### src/rtl/branch_resolve_unit_pkg.sv
// branch_resolve_unit_pkg: shared widths, branch record type and recovery FSM states
package branch_resolve_unit_pkg;
  localparam int BR_XLEN = 32;
  localparam int INSTR_BYTES = 4;
  typedef struct packed {
    logic [BR_XLEN-1:0] pc;
    logic               pred_taken;
    logic [BR_XLEN-1:0] pred_target;
  } br_rec_t;
  typedef enum logic {RUN, RECOVER} state_t;
endpackage

### src/rtl/branch_resolve_unit_fifo.sv
// branch_record_fifo: circular buffer of in-flight branch predictions in program order
module branch_record_fifo
  import branch_resolve_unit_pkg::*;
#(
  parameter int DEPTH = 8
) (
  input  logic                   clk,
  input  logic                   rst,
  input  logic                   clear,
  input  logic                   push,
  input  logic                   pop,
  input  br_rec_t                din,
  output br_rec_t                head,
  output logic [$clog2(DEPTH):0] count,
  output logic                   full,
  output logic                   empty
);
  localparam int AW = $clog2(DEPTH);
  br_rec_t mem_q [DEPTH];
  logic [AW-1:0] wr_q, wr_d, rd_q, rd_d;
  logic [AW:0] count_q, count_d;
  always_comb begin
    wr_d = clear ? wr_q : wr_q + AW'(push);
    rd_d = clear ? wr_q : rd_q + AW'(pop);
    count_d = clear ? '0 : count_q + (AW+1)'(push) - (AW+1)'(pop);
  end
  always_ff @(posedge clk or posedge rst) begin
    if (rst) begin
      wr_q <= '0;
      rd_q <= '0;
      count_q <= '0;
    end else begin
      wr_q <= wr_d;
      rd_q <= rd_d;
      count_q <= count_d;
    end
  end
  always_ff @(posedge clk) begin
    if (push && !clear) mem_q[wr_q] <= din;
  end
  assign head = mem_q[rd_q];
  assign count = count_q;
  assign full = count_q == (AW+1)'(DEPTH);
  assign empty = count_q == '0;
endmodule

### src/rtl/branch_resolve_unit.sv
// branch_resolve_unit: checks queued fetch predictions against execute outcomes,
// updates the predictor and redirects fetch on a mispredict.
module branch_resolve_unit
  import branch_resolve_unit_pkg::*;
#(
  parameter int DEPTH = 8,
  parameter int XLEN  = BR_XLEN
) (
  input  logic            clk,
  input  logic            rst,
  input  logic            push,
  input  logic [XLEN-1:0] push_pc,
  input  logic            push_pred_taken,
  input  logic [XLEN-1:0] push_pred_target,
  output logic            full,
  input  logic            resolve_valid,
  input  logic            resolve_taken,
  input  logic [XLEN-1:0] resolve_target,
  input  logic            flush,
  output logic            update,
  output logic [XLEN-1:0] branchPC,
  output logic [XLEN-1:0] resultPC,
  output logic            taken,
  output logic            mispredict,
  output logic [XLEN-1:0] redirect_pc,
  output logic            underflow_err
);
  state_t state_q, state_d;
  br_rec_t head;
  logic [$clog2(DEPTH):0] count;
  logic empty, run, resolve_now, mis_now, push_ok;
  logic [XLEN-1:0] result_now;
  logic update_q, update_d, taken_q, taken_d, mispredict_q, mispredict_d, underflow_q, underflow_d;
  logic [XLEN-1:0] branch_pc_q, branch_pc_d, result_pc_q, result_pc_d;
  branch_record_fifo #(.DEPTH(DEPTH)) u_fifo (
    .clk  (clk),
    .rst  (rst),
    .clear(flush | mis_now),
    .push (push_ok),
    .pop  (resolve_now),
    .din  ('{pc: push_pc, pred_taken: push_pred_taken, pred_target: push_pred_target}),
    .head (head),
    .count(count),
    .full (full),
    .empty(empty)
  );
  always_comb begin
    run = state_q == RUN;
    resolve_now = resolve_valid & !empty & run & !flush;
    result_now = resolve_taken ? resolve_target : head.pc + XLEN'(INSTR_BYTES);
    mis_now = resolve_now & ((resolve_taken != head.pred_taken) | (result_now != head.pred_target));
    // a full queue still accepts a push when the head retires on the same edge
    push_ok = push & run & !flush & !mis_now & (!full | resolve_now);
    state_d = mis_now ? RECOVER : RUN;
    update_d = resolve_now;
    mispredict_d = mis_now;
    taken_d = resolve_now ? resolve_taken : taken_q;
    branch_pc_d = resolve_now ? head.pc : branch_pc_q;
    result_pc_d = resolve_now ? result_now : result_pc_q;
    underflow_d = underflow_q | (resolve_valid & empty & run & !flush);
  end
  always_ff @(posedge clk or posedge rst) begin
    if (rst) begin
      state_q <= RUN;
      update_q <= 1'b0;
      mispredict_q <= 1'b0;
      taken_q <= 1'b0;
      branch_pc_q <= '0;
      result_pc_q <= '0;
      underflow_q <= 1'b0;
    end else begin
      state_q <= state_d;
      update_q <= update_d;
      mispredict_q <= mispredict_d;
      taken_q <= taken_d;
      branch_pc_q <= branch_pc_d;
      result_pc_q <= result_pc_d;
      underflow_q <= underflow_d;
    end
  end
  assign update = update_q;
  assign branchPC = branch_pc_q;
  assign resultPC = result_pc_q;
  assign taken = taken_q;
  assign mispredict = mispredict_q;
  assign redirect_pc = result_pc_q;
  assign underflow_err = underflow_q;
endmodule

### config.mk
export PLATFORM = sky130hd
export DESIGN_NAME = branch_resolve_unit
export DESIGN_NICKNAME = d
export VERILOG_FILES = /design/src/rtl/branch_resolve_unit_pkg.sv /design/src/rtl/branch_resolve_unit_fifo.sv /design/src/rtl/branch_resolve_unit.sv
export SDC_FILE = /design/constraint.sdc
export NUM_CORES = 1
export LEC_CHECK = 0
export BUFFER_PORTS_ARGS = -buffer_cell sky130_fd_sc_hd__buf_2
export CAP_MARGIN = 20
export CORE_AREA = 2 2 243 245
export CTS_BUF_LIST = sky130_fd_sc_hd__clkbuf_8
export CTS_CLUSTER_DIAMETER = 30
export DETAILED_ROUTE_END_ITERATION = 6
export DIE_AREA = 0 0 245 247
export PLACE_DENSITY = 0.65
export SETUP_SLACK_MARGIN = 0.15
export SYNTH_ARGS = -nofsm -noshare
export SYNTH_HDL_FRONTEND = slang
export SYNTH_SLANG_ARGS = --single-unit
### constraint.sdc
create_clock -name clk -period 14.5 [get_ports clk]
set_input_delay 3.625 -clock clk [delete_from_list [all_inputs] [get_ports clk]]
set_output_delay 3.625 -clock clk [all_outputs]
set_load 0.01 [all_outputs]
# After elaboration in Yosys (flattened, before gate mapping)
# Memory sizes are Yosys's and may differ from the RTL's.
# Index checks and enable logic that the tools add are counted.
# word_totals
register_bits	79
ramBits	520
input_bits	103
out_inout_bits	101
elab_cells	48
mem_count	1
# classes
add_sub_neg	5
n_eq_ne	3
muxes	6
bitwise_logic	16
n_reduce_logical	7
# memory_table
memory	depth	width	rd	rd_clocked_by_memory_dff	wr	line_no	source
u_fifo.mem_q	8	65	1	0	1	branch_resolve_unit_fifo.sv:19	br_rec_t mem_q [DEPTH];
# op_table
op	n
$add A32 B3 Y32 const B	1
$mux W32	1
$ne A32 B32 Y1	1
$and A1 B1 Y1	11
$add A3 B1 Y3	2
$logic_not A1 Y1	5
$add A4 B1 Y4	1
$eq A4 B4 Y1 const B	1
$logic_not A4 Y1	1
$mux W4	1
$or A1 B1 Y1	4
$sub A4 B1 Y4	1
$mux W1	3
$mux W3	1
$logic_and A1 B1 Y1	1
$ne A1 B1 Y1	1
$not A1 Y1	1

# Logic depth before layout (Yosys ltp)
# logic_depth
word_depth	12
mapped_depth	23
ltp_nobuf	19

# Cells and area by module
# Synthesis repeated with hierarchy kept, for this count alone.
# unflattened
cells_unflattened	1456
area_unflattened_um2	25096.6
# by_module_without_submodules
module	instances	cells_per_inst	area_each_um2	seq_area_each_um2
branch_record_fifo	1	823	20163.1	15865.2
branch_resolve_unit	1	633	4933.5	1701.6

# Worst setup path before layout
# Ideal clock, no wire load.
# synth_path
kind	input to register
start	input resolve_taken
end	memory u_fifo.mem_q[0][0] in the netlist's numbering (enable)
setup_time_ps	648
arrival_ps	11902
required_ps	13852
slack_ps	1950
cell_stages	11
path_buffers	2
cell_sequence	clkbuf_1 clkbuf_1 nor2_1 a22oi_1 nand3_1 xnor2_1 nor4_1 nand4_1 nor4_4 nor2_2 nor4_1
# synth_via
elab_chain_cells	10
elab_cells_between_ends	13
classes_between	2 x eq/ne; 3 x mux; 5 x bitwise; 3 x reduce/logical
# synth_rtl
element	line_no	source
from (decl)	branch_resolve_unit.sv:17	input logic resolve_taken,
$mux W32	branch_resolve_unit.sv:50	result_now = resolve_taken ? resolve_target : head.pc + XLEN'(INSTR_BYTES);
$ne A32 B32 Y1	branch_resolve_unit.sv:51	mis_now = resolve_now & ((resolve_taken != head.pred_taken) | (result_now != head.pred_target));
$or A1 B1 Y1 (*)	branch_resolve_unit.sv:51	
$and A1 B1 Y1 (*)	branch_resolve_unit.sv:51	
named net mis_now	branch_resolve_unit.sv:31	logic empty, run, resolve_now, mis_now, push_ok;
$logic_not A1 Y1	branch_resolve_unit.sv:53	push_ok = push & run & !flush & !mis_now & (!full | resolve_now);
$and A1 B1 Y1 (2 in series)	branch_resolve_unit.sv:53	
$logic_and A1 B1 Y1 (*)	branch_resolve_unit_fifo.sv:39	if (push && !clear) mem_q[wr_q] <= din;
$mux W1 (*)	branch_resolve_unit_fifo.sv:39	
$mux W1 (implied by the code) (*)	branch_resolve_unit_fifo.sv:39	
to (decl)	branch_resolve_unit_fifo.sv:19	
# The timed path passes the listed nets; every way through them passes the cells marked *.

# Worst setup path in the final report
# layout_path
start	register u_fifo.rd_q[0]
end	memory u_fifo.mem_q[3][6] in the netlist's numbering (enable)
# layout_via
elab_chain_cells	12
elab_cells_between_ends	15
classes_between	1 x add/sub; 2 x eq/ne; 3 x mux; 5 x bitwise; 3 x reduce/logical; 1 x memory
# layout_rtl
element	line_no	source
from (decl)	branch_resolve_unit_fifo.sv:20	logic [AW-1:0] wr_q, wr_d, rd_q, rd_d;
from (signal assigned)	branch_resolve_unit_fifo.sv:34	rd_q <= rd_d;
$mem_v2 Z8 W65 (*)	n/a	
$add A32 B3 Y32	branch_resolve_unit.sv:50	
$mux W32	branch_resolve_unit.sv:50	
$ne A32 B32 Y1	branch_resolve_unit.sv:51	
$or A1 B1 Y1 (*)	branch_resolve_unit.sv:51	
$and A1 B1 Y1 (*)	branch_resolve_unit.sv:51	
named net mis_now	branch_resolve_unit.sv:31	
$logic_not A1 Y1	branch_resolve_unit.sv:53	
$and A1 B1 Y1 (2 in series)	branch_resolve_unit.sv:53	
$logic_and A1 B1 Y1 (*)	branch_resolve_unit_fifo.sv:39	
$mux W1 (*)	branch_resolve_unit_fifo.sv:39	
$mux W1 (implied by the code) (*)	branch_resolve_unit_fifo.sv:39	
# Marked as above.

==> results_dict.tcl <==
set metrics [dict create \
    post-route-period-util 0.537 \
    floorplan.die_area_um2 60500 \
    ys_dominant_reg_cell "edfxtp_1" \
    timing.reg2reg.worst_path_depth 15 \
    tritoncts_buffer_count 109 \
    final_ws_setup_ns 6.72 \
    worstSetupPathType "flip-flop to flip-flop" \
    cell_variety_after_synth 77 \
    min-delay-path-class "flip-flop to flip-flop" \
    postRouteWirelength_mm 61.6 \
    initial_core_util 0.432 \
    cell_types_with_the_largest_area_share_after_synthesis "edfxtp_1 (62%), mux4_2 (9.7%), dfrtp_1 (7.8%)" \
    setup_violations 0 \
    outcome "completed" \
    postCtsSetupBuffers 0 \
    synth-seq-cells 598 \
    final-instance-count-excl-fill 2534 \
    final_core_util 0.500 \
    grt_start_max_net_pins 100 \
    clockRootBuffer "clkbuf_8" \
    clock_tree.buffer_depth 3 \
    floorplan.die.width_um 245 \
    grt.met2_usage 0.319 \
    cell_accounting_for_the_most_synthesized_area "edfxtp_1" \
    die-height_um 247 \
    cts.reportedPaths.clkPinSlew_ns 0.06 \
    multi_input_area_um2 6880 \
    min_delay_worst_endpoint "branchPC[16]" \
    yosys_warnings 0 \
    post_route_cells_drive_above_1_share 0.324 \
    place_ws_ns 6.15 \
    hold-worst-slack_ns 0.477 \
    clock_tree.htree_level_count 3 \
    synth_fp_nets 1532 \
    gr-max-usage-layer "met2" \
    post_synth_instance_area_um2 25200 \
    antenna_left 0 \
    detail_route.vias_per_cell 5.56 \
    power.leakage_nw 10.3 \
    regArea_um2 17600 \
    grt_util_met3 0.0506 \
    rsz0062_at_grt "false" \
    worst_slew_margin_rel 0.295 \
    row_count 89 \
    critical_path.reg2reg.endpoint "u_fifo.mem_q[3][6]" \
    finalNetCount 1779 \
    dp_hpwl_mm 39.8 \
    crit-reg2reg-launch "u_fifo.rd_q[0]" \
    worst_case_vdd_ir_drop_mv 0.113 \
    tritoncts "built" \
    fillerInstances 4837 \
    timing.final.hold_violations 0 \
    worst_hold_path.num_cells 2 \
    arrival_ns 8.10 \
    yosys.cell_count.top_type "edfxtp_1" \
    syn_avg_cell_area_um2 17.8 \
    synthToLayoutAreaGrowth_pct 15.7 \
    synth_edf_count 520 \
    grt_first_pass_wirelength_mm 89.8 \
    regToRegSetupSlack_ns 6.72 \
    gr-usage-met1 0.268 \
    drt_first_iter_violations 1271 \
    endpoint_kind "flip-flop" \
    synthArstFlopShare 0.130 \
    drcViolationCount 0 \
    clk_latency_ns 0.71 \
    critical_path_peak_fanout 37 \
    final_period_minus_worst_setup_slack_ns 7.78 \
    ios 204 \
    setup-tns-final_ns 0 \
    grt.total_usage 0.204 \
    critical_path_required_ns 14.82 \
    max_freq_mhz 128 \
    post-synth-top-area-fraction 0.620 \
    worstSetupStartpointType "flip-flop" \
    synthCells 1417 \
    power.density_nw_per_um2 203 \
    post_cts_resize_count 0 \
    timing_worst_slew_pin_value_ns 1.06 \
    num_vias 14100 \
    final-max-slew-violation-count 0 \
    yosysSeqAreaShare 0.698 \
    synthTopCellsByCount "edfxtp_1 (520), mux4_2 (108), nand2_1 (83)" \
    drt_pass1_iterations 7 \
    clock_skew_ns 0.0426 \
    floorplan.core_area_um2 58200 \
    hold_start "branchPC[16]" \
    io_buffer_count 203 \
    avgRoutedWirePerCell_um 24.3 \
    globalRouteOverflowTotal 0 \
    place.detailed.instances 2325 \
    gp_routability_congestion 0.917 \
    cts.hold.buffers_added 0 \
    vias_in_the_first_global_route 13900 \
    grt_antenna_before_repair 6 \
    clock_sink_count 598 \
    max_cap_viol_count 0 \
]
worst max-delay path by stage:
stage / startpoint / endpoint / slack (ns) / cells past startpoint
2_1_floorplan: resolve_taken / u_fifo.mem_q[0][0] / 1.95 / 11
3_3_place_gp: resolve_taken / u_fifo.mem_q[3][20] / 6.22 / 15
3_5_place_dp: resolve_taken / u_fifo.mem_q[2][31] / 6.15 / 14
4_1_cts: u_fifo.rd_q[0] / u_fifo.mem_q[2][4] / 6.70 / 15
5_1_grt: u_fifo.rd_q[0] / u_fifo.mem_q[2][12] / 6.25 / 14
6_report: u_fifo.rd_q[0] / u_fifo.mem_q[3][6] / 6.72 / 15
through the flow:
step / cell area, µm² / power (mW)
floorplan: 25200 / 3.68
global placement: 26800 / 4.26
detailed placement: 26800 / 4.29
CTS: 29100 / 5.95
global route: 29100 / 6.19
finish: 29100 / 5.90
power breakdown:
part           internal (mW)  leakage (nW)  switching [mW]
Combinational          0.834          3.42            1.16
Sequential              2.08          5.65           0.171
Clock                  0.954          1.27           0.699
Total                   3.87          10.3            2.03
flip-flops by register name, summed over array words and instances, names as in the netlist:
signal and count:
redirect_pc 32, u_fifo.count 4, update 1, underflow_err 1, mispredict 1, branchPC 32
taken 1, u_fifo.rd_q 3, u_fifo.mem_q 520, u_fifo.wr_q 3
cell families (layout without fill, tap and decap cells):
group,count (synthesis),count (layout),share of synthesized area
adders and majority gates,12,12,0.00626
muxes,230,230,0.155
xor gates and xnor gates,47,47,0.0163
AOI/OAI and AO/OA,146,146,0.0389
DFF,598,598,0.698
other,0,2,0
and+or+nand+nor,262,262,0.0540
buffers and inverters,122,464,0.0316
cell usage in the layout, fill, tap and decap left out, drive strengths merged, types with 9 or more instances in the layout:
cell type  netlist  layout
edfxtp         520     520
buf             78     240
mux4           120     120
clkbuf          27     119
nand2           83      83
mux2i           78      78
dfrtp           78      78
o21ai           59      59
inv             17      49
nor2            45      45
nor4            33      33
clkinv           0      33
mux2            32      32
xnor2           31      31
xor2            16      16
nor3            15      15
nand3           15      15
o31ai           12      12
nand4           12      12
clkinvlp         0      12
a21oi           11      11
ha              11      11
bufinv           0      11
or3             10      10
nand2b           9       9
metal layers:
metal	wire length (µm)	vias to the layer above
li1	-	6173
met1	25200	7214
met2	29100	565
met3	4690	120
met4	2680	6
met5	39	-
worst max-delay path, cell delays in order, from the launching register on:
cell	delay, ns
dfrtp_4	0.74
buf_4	0.56
buf_4	0.62
mux2i_1	0.17
a22oi_1	0.58
nand3_4	0.23
or3_1	0.71
o41a_1	0.53
o31ai_1	0.60
xor2_1	0.24
nand4_1	0.17
nor4_4	0.45
nor2_2	0.23
nor4_2	0.34
buf_4	0.48
buf_4	0.61
layout make-up:
| type | count | share of cell area |
|---|---|---|
| diodes | 2 | 0.000172 |
| clock buffers | 118 | 0.0558 |
| clock inverters | 88 | 0.0244 |
| inverters | 17 | 0.00228 |
| multi-input cells | 697 | 0.236 |
| flip-flops and latches | 598 | 0.603 |
| well taps | 773 | 0.0332 |
| repair buffers | 241 | 0.0447 |
(Power assumes the default switching activity.)
